==> src/rtl/gf_consts_pkg.sv <==
// Shared constants for the GF(173) datapath: modulus, widths and Barrett parameters.
// barrett_m() recomputes the Barrett constant so instantiations can check it at elaboration.
package gf_consts_pkg;

  localparam int Q      = 173;
  localparam int IN_W   = 15;
  localparam int OUT_W  = 8;
  localparam int K      = 16;
  localparam int M      = 378;
  // Residue window: x - q_est*Q is always below 2*Q, so 9 bits hold it exactly.
  localparam int RW     = OUT_W + 1;
  localparam int PROD_W = IN_W + 10;
  localparam int QE_W   = 9;

  function automatic int barrett_m(input int q, input int k);
    return (1 << k) / q;
  endfunction

endpackage

==> src/rtl/barrett_reduce_comb.sv <==
// Combinational Barrett tail: remainder from operand and quotient estimate,
// followed by a single conditional subtraction of the modulus.
module barrett_reduce_comb #(
  parameter int Q     = 173,
  parameter int RW    = 9,
  parameter int OUT_W = 8
) (
  input  logic [RW-1:0]    x,
  input  logic [RW-1:0]    q_est,
  output logic [OUT_W-1:0] r
);

  localparam logic [RW-1:0] QR = RW'(Q);

  logic [RW-1:0] qq;
  logic [RW-1:0] r_raw;

  // The true remainder is below 2^RW, so arithmetic modulo 2^RW on the low bits is exact.
  assign qq    = q_est * QR;
  assign r_raw = x - qq;
  assign r     = (r_raw >= QR) ? OUT_W'(r_raw - QR) : OUT_W'(r_raw);

endmodule

==> src/rtl/barrett_mod_173.sv <==
// Two-stage pipelined reducer: dout_r = din_a mod 173, latency 2, one operand per clock.
// Valid-only stream: in_valid qualifies din_a, out_valid qualifies dout_r; no ready, no stall.
module barrett_mod_173
  import gf_consts_pkg::*;
(
  input  logic             clk,
  input  logic             rst,
  input  logic             in_valid,
  input  logic [IN_W-1:0]  din_a,
  output logic             out_valid,
  output logic [OUT_W-1:0] dout_r
);

  if (barrett_m(Q, K) != M) begin : g_bad_m
    $error("Barrett constant M does not match floor(2^K/Q)");
  end

  logic [PROD_W-1:0] prod;
  logic [QE_W-1:0]   q_next;
  logic              v1;
  logic [RW-1:0]     x1;
  logic [QE_W-1:0]   qe1;
  logic [OUT_W-1:0]  r_next;

  assign prod   = PROD_W'(din_a) * PROD_W'(M);
  assign q_next = QE_W'(prod >> K);

  // Only the low RW bits of x are needed downstream since the remainder fits in RW bits.
  always_ff @(posedge clk or posedge rst) begin
    if (rst) begin
      v1  <= 1'b0;
      x1  <= '0;
      qe1 <= '0;
    end else begin
      v1  <= in_valid;
      x1  <= din_a[RW-1:0];
      qe1 <= q_next;
    end
  end

  barrett_reduce_comb #(
    .Q     (Q),
    .RW    (RW),
    .OUT_W (OUT_W)
  ) u_reduce (
    .x     (x1),
    .q_est (qe1),
    .r     (r_next)
  );

  always_ff @(posedge clk or posedge rst) begin
    if (rst) begin
      out_valid <= 1'b0;
      dout_r    <= '0;
    end else begin
      out_valid <= v1;
      dout_r    <= r_next;
    end
  end

endmodule

==> config.mk <==
export PLATFORM = sky130hd
export DESIGN_NAME = barrett_mod_173
export DESIGN_NICKNAME = d
export VERILOG_FILES = /design/src/rtl/gf_consts_pkg.sv /design/src/rtl/barrett_reduce_comb.sv /design/src/rtl/barrett_mod_173.sv
export SDC_FILE = /design/constraint.sdc
export NUM_CORES = 1
export LEC_CHECK = 0
export BUFFER_PORTS_ARGS = -buffer_cell sky130_fd_sc_hd__buf_2
export CAP_MARGIN = 10
export CORE_MARGIN = 2
export CORE_UTILIZATION = 35
export CTS_BUF_LIST = sky130_fd_sc_hd__clkbuf_8
export DETAILED_ROUTE_END_ITERATION = 7
export SLEW_MARGIN = 0
export SYNTH_ARGS = -nofsm -noshare
export SYNTH_HDL_FRONTEND = slang
export SYNTH_SLANG_ARGS = --single-unit
==> constraint.sdc <==
create_clock -name clk -period 4.5 [get_ports clk]
set_clock_uncertainty 0.2 [all_clocks]
set_input_delay 0.45 -clock clk [delete_from_list [all_inputs] [get_ports clk]]
set_output_delay 0.45 -clock clk [all_outputs]
set_load 0.05 [all_outputs]
After elaboration in Yosys (flattened, before gate mapping)
Cells that the tools add are included.
{ "op_classes": {"n_addsub": 2, "multipliers": 2, "order_cmp": 1, "mux": 1} }
{ "ops": {"columns": ["operator", "n"], "rows": [
  ["15-bit by 8-bit multiplier with 23-bit output, second input constant", 1],
  ["9-bit by 8-bit greater-or-equal comparator with 1-bit output, second input constant", 1],
  ["8-bit by 8-bit multiplier with 9-bit output, second input constant", 1],
  ["9-bit subtractor", 1],
  ["8-bit 2-to-1 mux", 1],
  ["8-bit subtractor, second input constant", 1]
]} }
{ "totals": {"register_bits": 27, "inputBits": 18, "out_inout_bits": 9, "word_cells": 11} }

Longest topological paths before layout
Gate-level depths: netlist of the first run.
{ "depth": {"depth_word": 4, "depth_mapped": 16, "mapped_depth_nobuf": 16} }

Hierarchy
Synthesis of the first run repeated with hierarchy kept, for this count alone.
{ "hier_totals": {"cells_unflattened": 482, "hier_area_um2": 4743.3} }
{ "by_module_without_submodules": {"columns": ["mod", "instances", "cells_per_inst", "area_per_inst_um2", "seq_area_each_um2"], "rows": [
  ["barrett_mod_173", 1, 291, 3163.0, 675.6],
  ["barrett_reduce_comb", 1, 191, 1580.3, 0.0]
]} }

Worst setup path after synthesis of the first run
OpenSTA, ideal clock, no wires.
{ "synth_timing": {"kind": "input-to-reg", "from": "in din_a[5]", "to": "reg qe1[5]", "setup_time_ps": 80, "arrival_time_ps": 4383, "t_required_ps": 4220, "setup_slack_ps": -163, "stages": 16, "path_buffers": 0, "path_cell_list": "inv_1 > fa_1 > inv_1 > fa_1 > fa_1 > inv_1 > fa_1 > inv_1 > ha_1 > a21oi_2 > o22ai_1 > a2111oi_2 > o22ai_1 > a311o_1 > a21oi_1 > xnor2_1"} }
{ "synth_between": {"elab_chain_len": 1} }
{ "synth_lines": {"columns": ["item", "line_no", "rtl"], "rows": [
  ["start: declaration", "barrett_mod_173.sv:9", "input logic [IN_W-1:0] din_a,"],
  ["15-bit by 8-bit multiplier with 23-bit output", "barrett_mod_173.sv:25", "assign prod = PROD_W'(din_a) * PROD_W'(M);"],
  ["net prod[21]", "barrett_mod_173.sv:18", "logic [PROD_W-1:0] prod;"],
  ["end signal: assignment", "barrett_mod_173.sv:37", "qe1 <= q_next;"],
  ["end: declaration", "barrett_mod_173.sv:22", "logic [QE_W-1:0] qe1;"]
]} }
The timed path passes the listed nets, and every way through them passes these cells.

Worst setup path after layout of the first run
{ "layout_timing": {"from": "in din_a[8]", "to": "reg qe1[7]"} }
Same word-level chain as after synthesis.

==> results_dict.tcl, run 1 <==
set metrics [dict create \
    worstHoldStart "in_valid" \
    cts-htree-levels 1 \
    post_layout_nonfiller_instances 667 \
    global_route.usage.met3 0.01505 \
    timing.max_cap.violations 0 \
    synth_edf_count 0 \
    setup.worst_path.start "din_a[8]" \
    timing.critical_path.max_delay_family "adder cells" \
    num-nets-final 669 \
    cts_tree "done" \
    critical_path_peak_fanout 3 \
    met1_usage 0.1578 \
    worstPathArrival_ps 4370 \
    die_area_sq_um 13590 \
    synth.cell_area_sq_um 4436 \
    area.growth.synth_to_final_pct 17.35 \
    n_antenna_cell 0 \
    clk_transition_reported_paths_ps 90 \
    layout_cells_sized_above_1 0.1879 \
    required_ps 4490 \
    timing.setup.critical_path_class "input port to flop" \
    timing.final.crit_share 0.9732 \
    numCtsBuffers 3 \
    netlist_instances 432 \
    post_syn_nets 605 \
    run_status "finished clean" \
    worstMarginPinSlew_ps 960.1 \
    synth-seq-cells 27 \
    mostFrequentLayoutCells "sky130_fd_sc_hd__inv_1 (105), sky130_fd_sc_hd__ha_1 (91), sky130_fd_sc_hd__fa_1 (58)" \
    grt_pass1_wl_um 13860 \
    syn_area_cell_sq_um 10.27 \
    drt_pre_antenna_iters 4 \
    floorplan.core_area_sq_um 12520 \
    fp.dieW_um 116.6 \
    classification_of_the_worst_slack_hold_path "input port to flop" \
    grt_max_degree 28 \
    total_routed_wirelength_um 7870 \
    tritoncts_num_sinks 27 \
    vias 3038 \
    critical-path-slowest-cell "sky130_fd_sc_hd__fa_1" \
    top_level_ports 27 \
    maxSlewViolCount 0 \
    layout_commonest_cell "sky130_fd_sc_hd__inv_1" \
    synth.yosys.seq_area_share 0.1523 \
    hpwl_um 7031 \
    yosys_most_used_dff "sky130_fd_sc_hd__dfrtp_1" \
    top_usage_layer "met2" \
    ys_types 47 \
    yosys_warnings 0 \
    routed_via_density 4.555 \
    critical_path.cell_chain "buf_2 > inv_2 > buf_4 > fa_1 > inv_1 > fa_2 > fa_1 > inv_1 > fa_1 > inv_2 > ha_4 > nand2_1 > o22ai_2 > a2111oi_4 > o22ai_4 > buf_6 > a31o_4 > a21oi_1 > xnor2_1" \
    gr-usage-all-layers 0.1268 \
    antenna_found_initial 0 \
    async_reset_ff_frac 1.000 \
    clockBufferDepth 2 \
    hold_buffers 0 \
    place.detailed.instances 660 \
    critPathLaunchType "input port" \
    post-route-drc-count 0 \
    critical_path.endpoint_type "flop" \
    drtIter0Drc 83 \
    rows 41 \
    chipHeight_um 116.6 \
    ant_nets 0 \
    r2r_start "qe1[5]" \
    cp_num_buf_inv 7 \
    grt_pass1_vias 3169 \
    finalWeightedCongestion 0.7805 \
    initial_core_util 0.3544 \
    setup_viol 0 \
    crit_path_max_cell_delay_ps 540 \
    max_freq_mhz 228.4 \
    globalRoute.totalOverflow 0 \
    slew_headroom 0.3593 \
    layout_min_cycle_time_ps 4379 \
    grt_use_met2 0.2353 \
    route.detailed.wl_per_inst_um 11.80 \
    worst_path_most_repeated_cell "sky130_fd_sc_hd__fa_1" \
    insertion_delay_ps 270 \
    timing.final.hold_violations 0 \
    port-buffer-count 26 \
    clockRootBuffer "sky130_fd_sc_hd__clkbuf_8" \
]
synth_stat cells (all sizes together) (3+ instances only):
cell,count,area share
nand3,4,0.0045
nand2,8,0.0068
inv,113,0.096
o21a,3,0.0051
dfrtp,27,0.15
or3,3,0.0054
nor2,14,0.013
nand4,4,0.0056
o22ai,4,0.0071
a21oi,17,0.023
a21o,9,0.015
xnor2,15,0.031
o21ai,11,0.012
and3,4,0.0056
fa,59,0.27
ha,96,0.27
nor3,6,0.0068
xor2,8,0.016
cell families after synthesis:
group                      count (synthesis)  synth area share
xor gates and xnor gates                  24           0.05219
buffers and inverters                    113           0.09563
and+or+nand+nor                           52           0.06206
muxes                                      1          0.002257
AOI/OAI and AO/OA                         60           0.09845
DFF                                       27            0.1523
adders and majority gates                155            0.5371
state kept, by name, indices dropped and copies added (netlist names):
name and count:
qe1 8, x1 9, out_valid 1, dout_r 8, v1 1
stage by stage:
| stage | setup WS [ps] | setup TNS, ps | utilization | cell area, sq um | hold WS (ps) |
|---|---|---|---|---|---|
| after floorplan | 16.57 | 0 | - | 4446 | 131.2 |
| after global placement | -182.8 | -788.0 | 0.4007 | 5016 | 138.0 |
| after detailed placement | -321.4 | -1600 | 0.4007 | 5016 | 141.0 |
| after CTS | 19.50 | 0 | 0.4109 | 5144 | 72.50 |
| after global routing | -3.973 | -3.973 | 0.4158 | 5205 | 62.17 |
| final | 120.8 | 0 | 0.4158 | 5205 | 83.11 |
repair_timing:
action	in CTS	in global routing
gates resized for setup	13	10
cloned	0	0
setup endpoints to repair	1	7
buffers inserted	2	1
pin swaps	12	11
final cells by class:
| type | instances | area [sq um] |
|---|---|---|
| clock buffer | 3 | 41.29 |
| clock inverter | 1 | 5.005 |
| fill | 1220 | 7312 |
| inverter | 113 | 424.2 |
| multi-input combinational | 292 | 3462 |
| sequential | 27 | 675.6 |
| tap | 172 | 215.2 |
| timing repair buffer | 59 | 381.6 |
worst register-to-register path: cells and delay by family (launching register included):
| kind | cells | cell delay [ps] |
|---|---|---|
| and+or+nand+nor | 4 | 940 |
| AOI/OAI and AO/OA | 2 | 390 |
| xor gates and xnor gates | 1 | 140 |
| adders and majority gates | 5 | 1960 |
| buffers and inverters | 1 | 40 |
| DFF | 1 | 420 |
per-layer routing:
layer,share of wire,vias to the layer above
li1,-,1529
met1,0.44,1460
met2,0.52,39
met3,0.021,10
met4,0.014,0
met5,0,-
final timing paths:
| path | endpoint | slack, ps | depth (start not counted) |
|---|---|---|---|
| setup / recovery | qe1[7] | 120 | 19 |
| hold / removal | v1 | 80 | 1 |
| setup reg to reg | dout_r[2] | 290 | 13 |
| hold reg to reg | out_valid | 160 | 0 |
| max in group asynchronous | qe1[1] | 3330 | 2 |
| min in group asynchronous | x1[0] | 190 | 2 |
Power of run 1 is not shown: default switching activity piles up to over one toggle a cycle in this logic, so the estimate is an artifact.
==> run 2, diff against run 1 <==
- ABC_AREA: default -> 1
- CORE_UTILIZATION: 35 -> 40
==> run 2 against run 1 <==
  * Global-route usage increased by 2.9 points
  * Via count increased by 17%
  * Wire length increased by 17%
  * Maximum frequency increased by 3.2%
  * Cell count increased by 12%
  * Sequential share of layout area decreased by 0.29 points
  * Synthesized cell count increased by 30%
  * Setup slack improved by 140 ps
  * Core utilization increased by 2.9 points
  * Highest routed layer unchanged
  * Critical endpoint is now qe1[4]
==> results_dict.tcl, run 2 <==
set metrics [dict create \
    run_status "finished clean" \
    clk_transition_reported_paths_ps 100 \
    synth_edf_count 0 \
    grt_max_degree 28 \
    worstMarginPinSlew_ps 472.4 \
    insertion_delay_ps 280 \
    cts_tree "done" \
    max_freq_mhz 235.7 \
    synthTopCellsByArea "sky130_fd_sc_hd__ha_1 (25%), sky130_fd_sc_hd__fa_1 (24%), sky130_fd_sc_hd__dfrtp_1 (14%), sky130_fd_sc_hd__inv_1 (11%), sky130_fd_sc_hd__nand2_1 (6.8%)" \
    classification_of_the_worst_slack_hold_path "input port to flop" \
    highest_layer "met4" \
    critPathLaunchType "input port" \
    floorplan.core_area_sq_um 11960 \
    n_antenna_cell 0 \
    total_routed_wirelength_um 9195 \
    area.growth.synth_to_final_pct 9.217 \
    cts-htree-levels 1 \
    worstPathArrival_ps 4210 \
    biggestRegsByFlops "x1 x9, dout_r x8, qe1 x8" \
    port-buffer-count 26 \
    post-route-drc-count 0 \
    rows 40 \
    multiInputGateArea_sq_um 3611 \
    chipHeight_um 114.4 \
    grt_pass1_vias 3742 \
    numCtsBuffers 3 \
    required_ps 4460 \
    synthTopCellsByCount "sky130_fd_sc_hd__inv_1 (148), sky130_fd_sc_hd__ha_1 (96), sky130_fd_sc_hd__nand2_1 (88)" \
    gr-usage-all-layers 0.1559 \
    drt_pre_antenna_iters 4 \
    yosys_most_used_dff "sky130_fd_sc_hd__dfrtp_1" \
    timing.final.hold_violations 0 \
    synth-seq-cells 27 \
    grt_pass1_wl_um 16520 \
    fp.dieW_um 114.4 \
    die_area_sq_um 13080 \
    ys_types 33 \
    timing.max_cap.violations 0 \
    layout_min_cycle_time_ps 4244 \
    drtIter0Drc 131 \
    post_cts_resize_count 0 \
    synth.largest_area_cell "sky130_fd_sc_hd__ha_1" \
    setup_viol 0 \
    antenna_found_initial 0 \
    fill_cells 1168 \
    async_reset_ff_frac 1.000 \
    timing.final.crit_share 0.9430 \
    synth_top_area_frac 0.2465 \
    synth.yosys.seq_area_share 0.1386 \
    timing.setup.critical_path_class "input port to flop" \
    route.detailed.wl_per_inst_um 12.28 \
    postLayoutSetupSlackWorst_ps 256.4 \
    globalRoute.totalOverflow 0 \
    num-nets-final 776 \
    tritoncts_num_sinks 27 \
    maxSlewViolCount 0 \
    initial_core_util 0.4074 \
    critical_path_peak_fanout 5 \
    wl_met1_um 4027 \
    yosys_warnings 0 \
    clockBufferDepth 2 \
    synth.cell_area_sq_um 4873 \
    vias 3564 \
    post_syn_nets 736 \
    routed_via_density 4.758 \
    mostFrequentLayoutCells "sky130_fd_sc_hd__inv_1 (149), sky130_fd_sc_hd__ha_1 (96), sky130_fd_sc_hd__nand2_1 (88)" \
    netlist_instances 563 \
    largest_register "x1" \
    slew_headroom 0.6847 \
    met3_length_um 137 \
    met2_wirelength_um 4852 \
    clockRootBuffer "sky130_fd_sc_hd__clkbuf_8" \
    syn_area_cell_sq_um 8.656 \
    grt_setup_unrepaired "no" \
    ant_nets 0 \
    layout_commonest_cell "sky130_fd_sc_hd__inv_1" \
    finalWeightedCongestion 0.8532 \
    pre_cts_slack_ps -17.48 \
    most_frequently_used_cell_type_in_the_post_synthesis_netlist "sky130_fd_sc_hd__inv_1" \
    critical_path.endpoint_type "flop" \
    layout_cells_sized_above_1 0.1096 \
    top_level_ports 27 \
    hpwl_um 8281 \
    largest_reg_flops 9 \
    layout.area.seq_sq_um 675.6 \
]
[run 2: critical path: stages]
cell and delay [ps]:
sky130_fd_sc_hd__buf_2 160, sky130_fd_sc_hd__inv_1 130, sky130_fd_sc_hd__fa_1 530, sky130_fd_sc_hd__inv_1 50, sky130_fd_sc_hd__fa_1 460, sky130_fd_sc_hd__fa_1 540
sky130_fd_sc_hd__inv_1 50, sky130_fd_sc_hd__fa_1 520, sky130_fd_sc_hd__inv_1 40, sky130_fd_sc_hd__ha_1 320, sky130_fd_sc_hd__a21oi_1 250, sky130_fd_sc_hd__o21ai_0 170
sky130_fd_sc_hd__a21oi_1 150, sky130_fd_sc_hd__nand2_1 100, sky130_fd_sc_hd__nand2_1 60, sky130_fd_sc_hd__nand2_1 50, sky130_fd_sc_hd__xor2_1 140
[run 2: layer usage]
layer / up-vias / global-route usage
met5: - / 0
met4: 0 / 0.04228
met3: 14 / 0.01271
met2: 44 / 0.2923
met1: 1688 / 0.1909
li1: 1818 / -
[run 2: final timing paths]
path | depth (start not counted) | endpoint | slack, ps | from
min in group asynchronous | 3 | out_valid | 520 | rst
setup reg to reg | 16 | dout_r[6] | 510 | qe1[6]
setup / recovery | 17 | qe1[4] | 260 | din_a[7]
max in group asynchronous | 4 | qe1[4] | 3130 | rst
hold reg to reg | 0 | out_valid | 160 | v1
hold / removal | 1 | v1 | 70 | in_valid
[run 2: through the flow]
stage                     hold slack, ps  setup TNS (ps)  instance area (sq um)    util  instances
final                              66.78               0                   5323  0.4450        749
after global routing               66.99               0                   5323  0.4450        749
after CTS                          58.42               0                   5285  0.4418        747
after detailed placement           141.8          -17.48                   5240  0.4381        743
after global placement             132.5               0                   5240  0.4381        743
after floorplan                    131.2               0                   4873       -        563
[run 2: kinds of logic (layout without fill, tap and decap cells)]
logic type,count (synthesis),in the layout,share of synthesized area
compound gates,46,46,0.05135
xor+xnor,16,16,0.03030
fa+ha+maj,155,155,0.4888
buf+inv,155,194,0.1204
flops,27,27,0.1386
simple gates,164,164,0.1705
[run 2: cell type report]
cell class	instances	area share
clock buffers	3	0.007757
clock inverters	1	0.0007052
inverters	155	0.1102
multi-input cells	381	0.6784
flip-flops and latches	27	0.1269
well taps	147	0.03456
repair buffers	35	0.04137
[run 2: repair_timing]
action,4_1_cts,5_1_grt
hold buffers,0,1
hold endpoints to repair,0,3
setup buffers,0,0
Power of run 2 is left out for the same reason.
==> run 3, diff against run 2 <==
- CORE_MARGIN: 2 -> 8
- clock period: 4.5 -> 3.5 ns (I/O delays scaled with it)
==> run 3 against run 2 <==
  * Largest cell class unchanged
  * Highest routed layer unchanged
  * Clock-buffer cell count unchanged
  * Die area up 22%
  * Critical path depth unchanged
  * Setup slack worse by 580 ps
  * Global-route usage down 2.5 points
  * The run now ends with negative setup slack left
==> results_dict.tcl, run 3 (same netlist as run 2, synthesis figures left out) <==
set metrics [dict create \
    layout_cells_sized_above_1 0.3328 \
    port-buffer-count 26 \
    finalWeightedCongestion 0.8252 \
    drtIter0Drc 150 \
    timing.setup.critical_path_class "input port to flop" \
    antenna_found_initial 0 \
    layout_min_cycle_time_ps 3821 \
    critical_path.endpoint_type "flop" \
    top_level_ports 27 \
    largest_reg_flops 9 \
    grt_setup_unrepaired "yes" \
    placement.cell_area_sq_um 5889 \
    hpwl_um 8693 \
    postLayoutSetupSlackWorst_ps -321.1 \
    floorplan.core_area_sq_um 11960 \
    initial_core_util 0.4074 \
    worst_path_most_repeated_cell "sky130_fd_sc_hd__fa_1" \
    die_area_sq_um 15970 \
    cp_num_buf_inv 6 \
    clockBufferDepth 2 \
    clockRootBuffer "sky130_fd_sc_hd__clkbuf_8" \
    route.detailed.wl_per_inst_um 12.20 \
    timing.final.crit_share 1.092 \
    max_freq_mhz 261.7 \
    n_antenna_cell 0 \
    classification_of_the_worst_slack_hold_path "input port to asynchronous set/reset pin" \
    slew_headroom 0.3578 \
    biggestRegsByFlops "x1 x9, dout_r x8, qe1 x8" \
    vias 3823 \
    gr-usage-all-layers 0.1313 \
    postLayoutCellArea_sq_um 6372 \
    ant_nets 0 \
    crit_path_max_cell_delay_ps 550 \
    area.growth.synth_to_final_pct 30.76 \
    insertion_delay_ps 280 \
    routed_via_density 4.697 \
    maxSlewViolCount 0 \
    cts-htree-levels 1 \
    mostFrequentLayoutCells "sky130_fd_sc_hd__inv_1 (127), sky130_fd_sc_hd__ha_1 (75), sky130_fd_sc_hd__nand2_1 (72)" \
    fp.dieW_um 126.4 \
    setup_viol 16 \
    timing.max_cap.violations 0 \
    timing.final.hold_violations 0 \
    violations_in_the_final_reports "negative setup slack" \
    pre_cts_slack_ps -716.5 \
    grt_max_degree 28 \
    numCtsBuffers 3 \
    cts_tree "done" \
    tritoncts_num_sinks 27 \
    drt_pre_antenna_iters 4 \
    critPathLaunchType "input port" \
    timing.critical_path.max_delay_family "adder cells" \
    grt_pass1_vias 4153 \
    post-route-drc-count 0 \
    layout_commonest_cell "sky130_fd_sc_hd__inv_1" \
    rows 40 \
    run_status "finished, violations left" \
    largest_register "x1" \
    worstPathArrival_ps 3810 \
    grt_pass1_wl_um 17790 \
    required_ps 3490 \
    clk_transition_reported_paths_ps 100 \
    total_routed_wirelength_um 9927 \
    num-nets-final 841 \
    critical_path_peak_fanout 3 \
    critical-path-slowest-cell "sky130_fd_sc_hd__fa_1" \
    worstMarginPinSlew_ps 962.2 \
    critical_path.cell_chain "buf_8 > clkinvlp_4 > fa_1 > inv_1 > fa_1 > fa_1 > inv_1 > fa_1 > inv_2 > ha_4 > nand2_4 > nor2_4 > inv_1 > nor2_1 > nand2_1 > o211ai_1 > xor2_1" \
    chipHeight_um 126.4 \
    globalRoute.totalOverflow 0 \
]
run 3: cell types whose count changed in the layout (fill, tap and decap cells not counted), moves of 11 or more:
cell,previous run,this run
sky130_fd_sc_hd__ha_4,0,18
sky130_fd_sc_hd__nand2_1,88,72
sky130_fd_sc_hd__inv_1,149,127
sky130_fd_sc_hd__buf_4,7,68
sky130_fd_sc_hd__a21oi_1,24,13
sky130_fd_sc_hd__ha_1,96,75
sky130_fd_sc_hd__nand2_2,10,22
sky130_fd_sc_hd__inv_2,4,18
run 3: area by class of cell:
| cell class | instances | area, sq um |
|---|---|---|
| clock buffer | 3 | 41.29 |
| clock inverter | 1 | 5.005 |
| fill | 1091 | 5589 |
| inverter | 155 | 613.1 |
| multi-input combinational | 381 | 4073 |
| sequential | 27 | 675.6 |
| tap | 147 | 183.9 |
| timing repair buffer | 100 | 780.7 |
run 3: what timing repair did:
| action | 4_1_cts | 5_1_grt |
|---|---|---|
| gates cloned | 0 | 0 |
| hold buffers | 1 | 0 |
| pin swaps | 38 | 21 |
| endpoints found under the setup margin | 16 | 16 |
| hold endpoints to repair | 1 | 0 |
| buffers inserted | 10 | 3 |
| resized for setup | 39 | 37 |
run 3: per-layer routing:
layer | share of wire | wire [um] | GRT usage | vias up
met2 | 0.54 | 5327 | 0.2557 | 36
met5 | 0 | 0 | 0 | -
met3 | 0.015 | 147 | 0.009217 | 12
met1 | 0.43 | 4285 | 0.1508 | 1824
met4 | 0.017 | 167 | 0.03255 | 0
li1 | - | - | - | 1951
run 3: through the flow:
step	utilization	hold WS (ps)	std cells	TNS, ps
after CTS	0.5169	117.8	811	-2890
after global placement	0.4924	134.1	796	-5342
after global routing	0.5327	139.7	814	-5424
after floorplan	-	131.2	563	-1530
after detailed placement	0.4924	143.4	796	-6256
final	0.5327	74.83	814	-2716
run 3: worst paths after layout:
kind                       cells past startpoint  startpoint  slack, ps        end
min in group clk                               2    din_a[8]        160      x1[8]
min                                            2         rst         70         v1
max                                           17    din_a[7]       -320     qe1[6]
min reg2reg                                    0          v1        160  out_valid
max in group asynchronous                      2         rst       2420     qe1[7]
max reg2reg                                   15      qe1[2]       -170  dout_r[2]
Power of run 3 is left out for the same reason.
